$ cat src/rtl/uart_arb_pkg.sv
//==============================================================================
// Module : uart_arb_pkg
// Brief  : Shared encodings and widths for the UART transmit arbiter.
//          - state_t : arbiter FSM state encoding
//          - ID_W    : width of a requester index
//          - BYTE_W  : width of one transmitted byte
// Rev    : 1.0  initial release
//==============================================================================
`default_nettype none

package uart_arb_pkg;

    localparam int ID_W   = 3;
    localparam int BYTE_W = 8;

    typedef enum logic [1:0] {
        ST_IDLE      = 2'd0,
        ST_LOAD      = 2'd1,
        ST_WAIT_BUSY = 2'd2,
        ST_WAIT_DONE = 2'd3
    } state_t;

endpackage

`default_nettype wire

$ cat src/rtl/uart_rr_pick.sv
//==============================================================================
// Module : uart_rr_pick
// Brief  : Combinational round-robin picker. The search starts one position
//          after the last granted requester and wraps around.
// Ports  : req_i      in  N_REQ  request vector
//          last_gnt_i in  ID_W   index of the previous winner
//          valid_o    out 1      at least one request is pending
//          winner_o   out ID_W   index of the selected requester
// Rev    : 1.0  initial release
//==============================================================================
`default_nettype none

module uart_rr_pick
    import uart_arb_pkg::*;
#(
    parameter int N_REQ = 4
) (
    input  logic [N_REQ-1:0] req_i,
    input  logic [ID_W-1:0]  last_gnt_i,
    output logic             valid_o,
    output logic [ID_W-1:0]  winner_o
);

    logic [2*N_REQ-1:0] w_dbl;
    logic [N_REQ-1:0]   w_rot;
    logic [ID_W:0]      w_start;
    int                 w_off;
    int                 w_sum;

    // Rotate so bit 0 is the first candidate after the last winner. Doubling
    // the vector lets a plain right shift implement the wrap-around; a start
    // offset of N_REQ (last winner N_REQ-1) selects the upper copy unchanged.
    assign w_dbl   = {req_i, req_i};
    assign w_start = {1'b0, last_gnt_i} + 1'b1;
    assign w_rot   = N_REQ'(w_dbl >> w_start);

    always_comb begin
        valid_o = |req_i;
        // Lowest set bit of the rotated vector has the highest priority.
        w_off = 0;
        for (int i = N_REQ - 1; i >= 0; i--) begin
            if (w_rot[i]) begin
                w_off = i;
            end
        end
        // Undo the rotation; the sum never exceeds 2*N_REQ-1, so one wrap suffices.
        w_sum = int'(w_start) + w_off;
        if (w_sum >= N_REQ) begin
            w_sum = w_sum - N_REQ;
        end
        winner_o = ID_W'(w_sum);
    end

endmodule

`default_nettype wire

$ cat src/rtl/uart_tx_arbiter.sv
//==============================================================================
// Module : uart_tx_arbiter
// Brief  : Shares one UART transmitter among N_REQ byte requesters using
//          round-robin arbitration. Each transfer is sequenced as grant,
//          one-cycle enable pulse, wait for transmitter busy, wait for idle.
//          Optional watchdog enabled by defining UART_ARB_TIMEOUT_EN.
// Ports  : clk      in  1        system clock, rising edge
//          res      in  1        asynchronous reset, active-high
//          req_i    in  N_REQ    per-requester request, held with data until ack
//          data_i   in  8*N_REQ  byte of requester k on bits [8k+7:8k]
//          ack_o    out N_REQ    one-cycle pulse, byte of requester k latched
//          done_o   out 1        one-cycle pulse, granted byte finished
//          gnt_id_o out 3        index of current/last granted requester
//          busy_o   out 1        high from grant until done/abort
//          tx_data  out 8        to transmitter data_in
//          tx_en    out 1        to transmitter en_data_in, one-cycle pulse
//          tx_rdy   in  1        from transmitter rdy, high = idle
//          err_o    out 1        watchdog abort pulse (0 without the macro)
// Rev    : 1.0  initial release
//==============================================================================
`default_nettype none

module uart_tx_arbiter
    import uart_arb_pkg::*;
#(
    parameter int N_REQ       = 4,
    parameter int TIMEOUT_CYC = 20000
) (
    input  logic                    clk,
    input  logic                    res,
    input  logic [N_REQ-1:0]        req_i,
    input  logic [BYTE_W*N_REQ-1:0] data_i,
    output logic [N_REQ-1:0]        ack_o,
    output logic                    done_o,
    output logic [ID_W-1:0]         gnt_id_o,
    output logic                    busy_o,
    output logic [BYTE_W-1:0]       tx_data,
    output logic                    tx_en,
    input  logic                    tx_rdy,
    output logic                    err_o
);

    state_t              state_q,    state_d;
    logic [N_REQ-1:0]    ack_q,      ack_d;
    logic                done_q,     done_d;
    logic                busy_q,     busy_d;
    logic                tx_en_q,    tx_en_d;
    logic [BYTE_W-1:0]   data_q,     data_d;
    logic [ID_W-1:0]     gnt_q,      gnt_d;
    logic [ID_W-1:0]     last_gnt_q, last_gnt_d;

    logic                w_pick_valid;
    logic [ID_W-1:0]     w_pick_idx;
    logic                w_timeout;

    uart_rr_pick #(
        .N_REQ      (N_REQ)
    ) u_pick (
        .req_i      (req_i),
        .last_gnt_i (last_gnt_q),
        .valid_o    (w_pick_valid),
        .winner_o   (w_pick_idx)
    );

    always_comb begin
        state_d    = state_q;
        ack_d      = '0;
        done_d     = 1'b0;
        busy_d     = busy_q;
        tx_en_d    = 1'b0;
        data_d     = data_q;
        gnt_d      = gnt_q;
        last_gnt_d = last_gnt_q;

        case (state_q)
            ST_IDLE: begin
                // A busy transmitter in IDLE is driven by someone else: hold off.
                if (w_pick_valid && tx_rdy) begin
                    for (int k = 0; k < N_REQ; k++) begin
                        if (w_pick_idx == ID_W'(k)) begin
                            ack_d[k] = 1'b1;
                            data_d   = data_i[k*BYTE_W +: BYTE_W];
                        end
                    end
                    gnt_d      = w_pick_idx;
                    last_gnt_d = w_pick_idx;
                    busy_d     = 1'b1;
                    state_d    = ST_LOAD;
                end
            end
            ST_LOAD: begin
                tx_en_d = 1'b1;
                state_d = ST_WAIT_BUSY;
            end
            ST_WAIT_BUSY: begin
                if (!tx_rdy) begin
                    state_d = ST_WAIT_DONE;
                end
            end
            ST_WAIT_DONE: begin
                if (tx_rdy) begin
                    done_d  = 1'b1;
                    busy_d  = 1'b0;
                    state_d = ST_IDLE;
                end
            end
            default: begin
                state_d = ST_IDLE;
            end
        endcase

        // Watchdog abort: back to IDLE without done; last_gnt keeps the
        // aborted requester so it is not favoured again.
        if (w_timeout) begin
            done_d  = 1'b0;
            busy_d  = 1'b0;
            state_d = ST_IDLE;
        end
    end

    always_ff @(posedge clk or posedge res) begin
        if (res) begin
            state_q    <= ST_IDLE;
            ack_q      <= '0;
            done_q     <= 1'b0;
            busy_q     <= 1'b0;
            tx_en_q    <= 1'b0;
            data_q     <= '0;
            gnt_q      <= '0;
            last_gnt_q <= ID_W'(N_REQ - 1);
        end else begin
            state_q    <= state_d;
            ack_q      <= ack_d;
            done_q     <= done_d;
            busy_q     <= busy_d;
            tx_en_q    <= tx_en_d;
            data_q     <= data_d;
            gnt_q      <= gnt_d;
            last_gnt_q <= last_gnt_d;
        end
    end

`ifdef UART_ARB_TIMEOUT_EN
    logic [15:0] wdog_q, wdog_d;
    logic        err_q;
    logic        w_in_wait;

    assign w_in_wait = (state_q == ST_WAIT_BUSY) || (state_q == ST_WAIT_DONE);
    // wdog_q counts completed cycles in the current wait state, so the value
    // TIMEOUT_CYC-1 marks the TIMEOUT_CYC-th cycle spent there.
    assign w_timeout = w_in_wait && (wdog_q == 16'(TIMEOUT_CYC - 1));

    always_comb begin
        wdog_d = '0;
        if (w_in_wait && (state_d == state_q)) begin
            wdog_d = wdog_q + 16'd1;
        end
    end

    always_ff @(posedge clk or posedge res) begin
        if (res) begin
            wdog_q <= '0;
            err_q  <= 1'b0;
        end else begin
            wdog_q <= wdog_d;
            err_q  <= w_timeout;
        end
    end

    assign err_o = err_q;
`else
    logic [31:0] unused_timeout_cyc;

    assign unused_timeout_cyc = TIMEOUT_CYC;
    assign w_timeout          = 1'b0;
    assign err_o              = 1'b0;
`endif

    assign ack_o    = ack_q;
    assign done_o   = done_q;
    assign busy_o   = busy_q;
    assign tx_en    = tx_en_q;
    assign tx_data  = data_q;
    assign gnt_id_o = gnt_q;

endmodule

`default_nettype wire

$ cat config.mk
export PLATFORM = sky130hd
export DESIGN_NAME = uart_tx_arbiter
export DESIGN_NICKNAME = d
export VERILOG_FILES = /design/src/rtl/uart_arb_pkg.sv /design/src/rtl/uart_rr_pick.sv /design/src/rtl/uart_tx_arbiter.sv
export SDC_FILE = /design/constraint.sdc
export NUM_CORES = 1
export LEC_CHECK = 0
export CELL_PAD_IN_SITES_DETAIL_PLACEMENT = 1
export CELL_PAD_IN_SITES_GLOBAL_PLACEMENT = 2
export CORE_MARGIN = 2
export CORE_UTILIZATION = 26
export DETAILED_ROUTE_END_ITERATION = 16
export GPL_ROUTABILITY_DRIVEN = 0
export MAX_ROUTING_LAYER = met4
export PLACE_DENSITY = 0.78
export SLEW_MARGIN = 10
export SYNTH_ARGS = -nofsm -noshare
export SYNTH_HDL_FRONTEND = slang
export SYNTH_HIERARCHICAL = 1
export SYNTH_SLANG_ARGS = --single-unit
$ cat constraint.sdc
create_clock -name clk -period 3.9 [get_ports clk]
set_clock_uncertainty 0.15 [all_clocks]
set_input_delay 0.78 -clock clk [delete_from_list [all_inputs] [get_ports clk]]
set_output_delay 0.78 -clock clk [all_outputs]
set_load 0.1 [all_outputs]
==> insert_results.sql, run 1 <==
INSERT INTO impl_metrics (metric_group, metric, value, unit) VALUES
('synth', 'ys_seq_elements', '22', ''),
('finish', 'drive_gt1_share', '13.4', '%'),
('setup_path', 'crit_path_max_fanout', '10', ''),
('clocking', 'root_buffer', 'sky130_fd_sc_hd__clkbuf_8', ''),
('clocking', 'numCtsBuffers', '3', ''),
('min_path', 'min-delay-start', 'gnt_id_o[1]', ''),
('global_route', 'grt_start_max_net_pins', '23', ''),
('die', 'core', '5470', 'µm²'),
('min_path', 'number_of_cells_on_the_worst_hold_path', '2', ''),
('setup_path', 'rrSetupSlack', '0.41', 'ns'),
('setup_path', 'crit-reg2reg-capture', 'tx_data[7]', ''),
('min_path', 'holdCritPathClass', 'reg -> reg', ''),
('setup_path', 'timing.critical_path.to_type', 'flip-flop', ''),
('finish', 'antennaDiodeCount', '0', ''),
('placed_design', 'buffer_ports.inserted', '56', ''),
('setup_path', 'criticalPathCategory', 'in -> reg', ''),
('die', 'die_area', '6280', 'µm²'),
('placed_design', 'placement.cell_area', '2120', 'µm²'),
('status', 'run_status', 'completed', ''),
('global_route', 'grt.total_usage', '15.3', '%'),
('route', 'antenna_left', '0', ''),
('placed_design', 'dp_cells', '269', ''),
('clocking', 'ctsHoldBuffers', '0', ''),
('synth', 'synth-compound-area-share', '18.8', '%'),
('clocking', 'cts_htree_levels', '1', ''),
('min_path', 'whs_endpoint', 'gnt_id_o[1]', ''),
('synth', 'muxShareOfSynthArea', '14.1', '%'),
('setup_path', 'ff2ff_path_depth', '11', ''),
('global_route', 'grt.met1_usage', '18.8', '%'),
('route', 'drt-pass1-iter-count', '4', ''),
('synth', 'synth_edf_count', '0', ''),
('synth', 'synth.net_count', '189', ''),
('setup_path', 'cp-startpoint', 'req_i[1]', ''),
('timing', 'max_slew_headroom', '33.9', '%'),
('global_route', 'number_of_global_route_vias_before_repair', '1485', ''),
('synth', 'ys_seq_area_share', '37.6', '%'),
('setup_path', 'regToRegStartpoint', 'last_gnt_q[0]', ''),
('finish', 'final-instance-count-excl-fill', '273', ''),
('global_route', 'met3_demand_to_capacity_share_in_global_routing', '2.50', '%'),
('synth', 'syn-instance-count', '142', ''),
('finish', 'final_common_cell', 'sky130_fd_sc_hd__clkdlybuf4s50_1', ''),
('clocking', 'clock_tree_from_tritoncts', 'done', ''),
('synth', 'post_synth_and_or_nand_nor_area_fraction', '15.1', '%'),
('route', 'vias_per_cell', '4.87', ''),
('synth', 'synth_async_reset_ratio', '100', '%'),
('placed_design', 'place.detailed.hpwl', '3.56', 'mm'),
('setup_path', 'crit_path_start_kind', 'input pin', ''),
('finish', 'final_area', '2190', 'µm²'),
('timing', 'hold_violations', '0', ''),
('timing', 'final_min_period_over_clock_period', '96.1', '%'),
('route', 'route.final.wire_length', '4.43', 'mm'),
('finish', 'final_cell_mix', 'sky130_fd_sc_hd__clkdlybuf4s50_1 (54), sky130_fd_sc_hd__dfrtp_1 (20), sky130_fd_sc_hd__nand2_1 (11), sky130_fd_sc_hd__a21oi_1 (11), sky130_fd_sc_hd__inv_1 (9)', ''),
('setup_path', 'worst-endpoint-arrival', '3.76', 'ns'),
('global_route', 'grt_pass1_wl', '7.34', 'mm'),
('clocking', 'cts.sink_count', '22', ''),
('timing', 'rsz0062_at_grt', 'false', ''),
('synth', 'synth_xor_xnor_area_share', '0.595', '%'),
('clocking', 'clkLatencyLatePin', '0.26', 'ns'),
('route', 'detail_route.drc_violations', '0', ''),
('synth', 'netlist_area', '1470', 'µm²'),
('synth', 'syn-mean-instance-area', '10.4', 'µm²'),
('global_route', 'globalRouteMet2Util', '26.2', '%'),
('setup_path', 'worstPathRequired', '3.91', 'ns'),
('synth', 'yosys_warnings', '6', ''),
('clocking', 'clock_path_buffers', '2', ''),
('die', 'die_width', '79.2', 'µm'),
('die', 'core.rowCount', '27', ''),
('synth', 'postSynth.topFlopCell', 'sky130_fd_sc_hd__dfrtp_1', ''),
('die', 'ioPinCount', '58', ''),
('synth', 'yosys.area_share.adder', '7.31', '%'),
('clocking', 'clk_pin_slew', '0.08', 'ns');
## worst max-delay path, cell delays in order
cell and delay, ns:
sky130_fd_sc_hd__clkdlybuf4s50_1 0.57, sky130_fd_sc_hd__and2b_1 0.24, sky130_fd_sc_hd__o31ai_1 0.25, sky130_fd_sc_hd__a211o_1 0.16, sky130_fd_sc_hd__ha_1 0.15, sky130_fd_sc_hd__inv_1 0.05, sky130_fd_sc_hd__fa_1 0.39, sky130_fd_sc_hd__a211oi_1 0.29
sky130_fd_sc_hd__a41o_1 0.21, sky130_fd_sc_hd__nand4b_1 0.14, sky130_fd_sc_hd__buf_4 0.18, sky130_fd_sc_hd__mux2_2 0.34
## how the worst max path moves through the flow
stage | end | slack, ns | cells past startpoint
floorplan | tx_data[7] | 0.53 | 10
global placement | tx_data[7] | 0.01 | 12
detailed placement | tx_data[7] | -0.15 | 12
CTS | tx_data[7] | 0.12 | 12
global route | tx_data[7] | 0.006 | 12
finish | tx_data[7] | 0.15 | 12
## cell type report
| cell class | instances | area, µm² |
|---|---|---|
| Clock inverter | 1 | 30.0 |
| Inverter | 9 | 33.8 |
| Clock buffer | 3 | 41.3 |
| Multi-Input combinational cell | 103 | 827 |
| Fill cell | 627 | 3280 |
| Sequential cell | 22 | 553 |
| Timing Repair Buffer | 63 | 618 |
| Tap cell | 72 | 90.1 |
## routing by layer
layer	vias up	share of wire, %	wire length, µm
met4	0	1.2	55
li1	634	-	-
met2	21	52	2300
met3	4	2.6	117
met1	670	44	1960
met5	-	0	0
## cell usage after synthesis (2+ instances only)
library cell,instances,area (µm²)
sky130_fd_sc_hd__nor3b_1,2,15.0
sky130_fd_sc_hd__inv_1,9,33.8
sky130_fd_sc_hd__nor2_2,2,12.5
sky130_fd_sc_hd__nor2_1,3,11.3
sky130_fd_sc_hd__mux2_2,7,78.8
sky130_fd_sc_hd__nor3_1,2,10.0
sky130_fd_sc_hd__o22ai_1,2,12.5
sky130_fd_sc_hd__a22oi_1,7,52.6
sky130_fd_sc_hd__buf_4,2,15.0
sky130_fd_sc_hd__ha_1,7,87.6
sky130_fd_sc_hd__a211oi_1,2,15.0
sky130_fd_sc_hd__a21oi_1,11,55.1
sky130_fd_sc_hd__dfstp_2,2,52.6
sky130_fd_sc_hd__nand2b_1,5,31.3
sky130_fd_sc_hd__mux2_1,6,67.6
sky130_fd_sc_hd__dfrtp_1,20,500
sky130_fd_sc_hd__buf_6,2,22.5
sky130_fd_sc_hd__buf_2,4,20.0
sky130_fd_sc_hd__a2bb2oi_1,7,61.3
sky130_fd_sc_hd__nand2_1,11,41.3
## state kept, by name (all words and copies together) (netlist names)
register / count
tx_data: 8
ack_o: 4
last_gnt_q: 3
gnt_id_o: 2
state_q: 2
busy_o: 1
done_o: 1
tx_en: 1
## cells by family (layout without fill, tap and decap cells)
logic type / Yosys count / in the layout
compound gates: 38 / 38
simple gates: 38 / 38
flops: 22 / 22
mux: 17 / 17
buf+inv: 17 / 76
fa+ha+maj: 8 / 8
other cells: 1 / 1
xor+xnor: 1 / 1
## timing repair
action,in CTS,in global routing
setup endpoints to repair,0,5
gates resized for setup,0,2
setup buffers,0,0
## stage by stage
step	hold WS [ns]	TNS [ns]	worst slack, ns	util, %
finish	0.340	0	0.152	40.1
global placement	0.326	0	0.0140	38.7
global route	0.367	0	0.00551	40.1
CTS	0.353	0	0.121	40.0
detailed placement	0.330	-0.699	-0.150	38.7
floorplan	0.318	0	0.531	-
Power of run 1 is not shown: default switching activity piles up to over one toggle a cycle in this logic, so the estimate is an artifact.
==> run 2: changes to the inputs <==
ABC_AREA = 1   (was default)
CORE_UTILIZATION = 23   (was 26)
GPL_TIMING_DRIVEN = 0   (was default)
PLACE_DENSITY = 0.77   (was 0.78)
==> run 2 against run 1 <==
Maximum frequency up 3.3%. Setup slack better by 0.12 ns. Sequential share of layout area down 1.1 points. Design area up 4.4%. Highest routed layer unchanged. Count of clock-buffer cells in the layout unchanged. Hold slack better by 0.0057 ns.
==> insert_results.sql, run 2 <==
INSERT INTO impl_metrics (metric_group, metric, value, unit) VALUES
('synth', 'synth_async_reset_ratio', '100', '%'),
('setup_path', 'worst-endpoint-arrival', '3.64', 'ns'),
('setup_path', 'setup.worst_path.end', 'tx_data[0]', ''),
('clocking', 'clock_tree_from_tritoncts', 'done', ''),
('finish', 'area.sequential', '553', 'µm²'),
('clocking', 'cts_htree_levels', '1', ''),
('die', 'ioPinCount', '58', ''),
('finish', 'largest_register_ff_count', '8', ''),
('finish', 'fin_nets', '322', ''),
('route', 'routed_wire_length_per_instance', '13.0', 'µm'),
('timing', 'max_slew.worst_pin.slew', '1.01', 'ns'),
('timing', 'rsz0062_at_grt', 'false', ''),
('min_path', 'min-delay-start', 'gnt_id_o[1]', ''),
('finish', 'multi_input_area', '848', 'µm²'),
('placed_design', 'buffer_ports.inserted', '56', ''),
('global_route', 'number_of_global_route_vias_before_repair', '1536', ''),
('synth', 'synth_top_cells_by_area', 'sky130_fd_sc_hd__dfrtp_1 (33%), sky130_fd_sc_hd__nand2_1 (16%), sky130_fd_sc_hd__ha_1 (5.7%), sky130_fd_sc_hd__a21oi_1 (5.2%), sky130_fd_sc_hd__inv_1 (4.9%)', ''),
('die', 'die_area', '7320', 'µm²'),
('timing', 'report.final.slew_viol_count', '0', ''),
('route', 'detail_route.iter0.violations', '35', ''),
('synth', 'netlist_area', '1530', 'µm²'),
('route', 'vias_per_cell', '4.36', ''),
('synth', 'syn-instance-count', '211', ''),
('finish', 'final-instance-count-excl-fill', '351', ''),
('timing', 'max_slew_headroom', '32.4', '%'),
('finish', 'antennaDiodeCount', '0', ''),
('synth', 'postSynth.topFlopCell', 'sky130_fd_sc_hd__dfrtp_1', ''),
('synth', 'synth_top_area_cell', 'sky130_fd_sc_hd__dfrtp_1', ''),
('synth', 'synth_edf_count', '0', ''),
('global_route', 'grt.met1_usage', '16.6', '%'),
('global_route', 'globalRoute.busiestLayer', 'met2', ''),
('synth', 'yosys.cell_count.top_type', 'sky130_fd_sc_hd__nand2_1', ''),
('setup_path', 'worstPathBufferInverterCount', '6', ''),
('setup_path', 'worstPathRequired', '3.91', 'ns'),
('clocking', 'clkLatencyLatePin', '0.27', 'ns'),
('synth', 'ys_seq_area_share', '36.1', '%'),
('finish', 'final_cell_mix', 'sky130_fd_sc_hd__nand2_1 (65), sky130_fd_sc_hd__clkdlybuf4s50_1 (56), sky130_fd_sc_hd__inv_1 (20), sky130_fd_sc_hd__dfrtp_1 (20), sky130_fd_sc_hd__nor2_1 (18)', ''),
('finish', 'filler_cell_count', '778', ''),
('timing', 'final.min_clock_period', '3.63', 'ns'),
('die', 'die_height', '85.6', 'µm'),
('route', 'detail_route.drc_violations', '0', ''),
('setup_path', 'cpMaxStageDelayCell', 'sky130_fd_sc_hd__clkdlybuf4s50_1', ''),
('die', 'core.rowCount', '29', ''),
('status', 'run_status', 'completed', ''),
('die', 'initial_core_util', '24.0', '%'),
('setup_path', 'ff2ff_path_depth', '19', ''),
('global_route', 'grt_pass1_wl', '7.40', 'mm'),
('setup_path', 'cp-startpoint', 'req_i[3]', ''),
('route', 'route.final.wire_length', '4.56', 'mm'),
('clocking', 'numCtsBuffers', '3', ''),
('run', 'max_cap_viol_count', '0', ''),
('route', 'antenna_left', '0', ''),
('placed_design', 'place.detailed.hpwl', '3.58', 'mm'),
('clocking', 'ctsHoldBuffers', '0', ''),
('setup_path', 'critPathMostFrequentCell', 'sky130_fd_sc_hd__nand2_1', ''),
('setup_path', 'rrSetupSlack', '0.67', 'ns'),
('global_route', 'number_of_antenna_violations_at_the_first_check_in_global_routing', '0', ''),
('clocking', 'clock_path_buffers', '2', ''),
('timing', 'setup_violations', '0', ''),
('die', 'core', '6390', 'µm²'),
('route', 'detailroute.via_count', '1529', ''),
('synth', 'yosys_warnings', '6', ''),
('placed_design', 'dp_cells', '344', ''),
('global_route', 'met3_demand_to_capacity_share_in_global_routing', '1.44', '%'),
('min_path', 'holdCritPathClass', 'reg -> reg', ''),
('global_route', 'grt_start_max_net_pins', '23', ''),
('global_route', 'globalRouteMet2Util', '22.5', '%'),
('setup_path', 'crit_path_max_fanout', '10', ''),
('setup_path', 'critical_path.cell_chain', 'clkdlybuf4s50_1 -> nand2_1 -> o21ai_1 -> nand2_1 -> nand2_1 -> nand2_1 -> a21oi_2 -> ha_1 -> inv_1 -> fa_1 -> inv_1 -> nand2_1 -> xor2_1 -> nor2_2 -> buf_4 -> nor2_8 -> inv_4 -> buf_6 -> a21oi_1 -> a21oi_1', ''),
('synth', 'synth.top_cell.area_share', '32.7', '%'),
('synth', 'syn-mean-instance-area', '7.25', 'µm²'),
('global_route', 'total_gr_overflow', '0', ''),
('synth', 'synth_commonest_cells', 'sky130_fd_sc_hd__nand2_1 (65), sky130_fd_sc_hd__dfrtp_1 (20), sky130_fd_sc_hd__inv_1 (20)', ''),
('setup_path', 'crit-reg2reg-capture', 'tx_data[0]', ''),
('timing', 'hold_violations', '0', ''),
('setup_path', 'crit_path_start_kind', 'input pin', ''),
('setup_path', 'critPathTopFamily', 'buffers and inverters', ''),
('die', 'die_width', '85.6', 'µm'),
('clocking', 'root_buffer', 'sky130_fd_sc_hd__clkbuf_8', ''),
('setup_path', 'slowest_delay', '0.53', 'ns'),
('setup_path', 'cp_num_cells', '20', ''),
('timing', 'fmax', '276', 'MHz'),
('setup_path', 'timing.critical_path.to_type', 'flip-flop', ''),
('setup_path', 'criticalPathCategory', 'in -> reg', ''),
('finish', 'final_common_cell', 'sky130_fd_sc_hd__nand2_1', ''),
('synth', 'synth.net_count', '258', ''),
('synth', 'ys_seq_elements', '22', ''),
('finish', 'syn_to_final_growth', '49.7', '%'),
('global_route', 'grt.total_usage', '13.3', '%'),
('timing', 'final_min_period_over_clock_period', '93.0', '%'),
('clocking', 'cts.sink_count', '22', ''),
('finish', 'drive_gt1_share', '12.8', '%'),
('clocking', 'clk_pin_slew', '0.08', 'ns'),
('synth', 'yosys.cell_types.count', '31', ''),
('route', 'drt-pass1-iter-count', '4', ''),
('setup_path', 'regToRegStartpoint', 'last_gnt_q[0]', '');
[run 2: changes by cell type after synthesis, moves of 6 or more]
cell,before,now
sky130_fd_sc_hd__nand3_1,1,15
sky130_fd_sc_hd__a22oi_1,7,0
sky130_fd_sc_hd__nor2_1,3,19
sky130_fd_sc_hd__mux2_2,7,0
sky130_fd_sc_hd__nand4_1,0,8
sky130_fd_sc_hd__inv_1,9,20
sky130_fd_sc_hd__mux2_1,6,0
sky130_fd_sc_hd__nand2_1,11,65
sky130_fd_sc_hd__a2bb2oi_1,7,0
[run 2: stage by stage]
stage	TNS [ns]	area [µm²]	util, %	setup slack (ns)	hold WS [ns]
after CTS	0	2260	35.4	0.0225	0.353
final	0	2290	35.9	0.273	0.345
after global routing	0	2290	35.9	0.00731	0.382
after detailed placement	-3.62	2190	34.2	-0.408	0.333
after global placement	-3.19	2190	34.2	-0.373	0.327
after floorplan	0	1530	-	0.558	0.341
[run 2: worst min-delay path by stage]
| stage | endpoint | slack [ns] | cells past startpoint |
|---|---|---|---|
| floorplan | last_gnt_q[1] | 0.34 | 2 |
| finish | gnt_id_o[1] | 0.35 | 2 |
| global route | gnt_id_o[1] | 0.38 | 2 |
| CTS | busy_o | 0.35 | 2 |
| global placement | gnt_id_o[1] | 0.33 | 2 |
| detailed placement | gnt_id_o[1] | 0.33 | 2 |
[run 2: what timing repair did]
| action | CTS | global route |
|---|---|---|
| pin swaps | 0 | 2 |
| endpoints found under the setup margin | 8 | 10 |
| buffers inserted | 0 | 3 |
| gates resized for setup | 1 | 4 |
[run 2: kinds of logic after synthesis]
kind of cell / synth area share [%]
xor+xnor: 0.572
simple gates: 38.8
flops: 36.1
fa+ha+maj: 7.03
other cells: 0.245
compound gates: 8.34
buf+inv: 8.91
[run 2: per-layer routing]
metal | vias up | routed length [µm]
met5 | - | 0
met4 | 0 | 60
met3 | 4 | 102
met2 | 26 | 2360
met1 | 706 | 2030
li1 | 793 | -
[run 2: layout make-up]
cell class,instances,area share (%)
well taps,77,4.21
clock buffers,3,1.80
multi-input cells,158,37.0
flip-flops and latches,22,24.1
plain buffers,4,1.31
clock inverters,1,1.31
repair buffers,59,25.5
inverters,27,4.75
[run 2: worst min-delay path, cell delays in order (launching register included)]
cell and delay (ns):
sky130_fd_sc_hd__dfrtp_1 0.36, sky130_fd_sc_hd__nand2_1 0.05, sky130_fd_sc_hd__nand2_1 0.05
Power of run 2 is left out for the same reason.
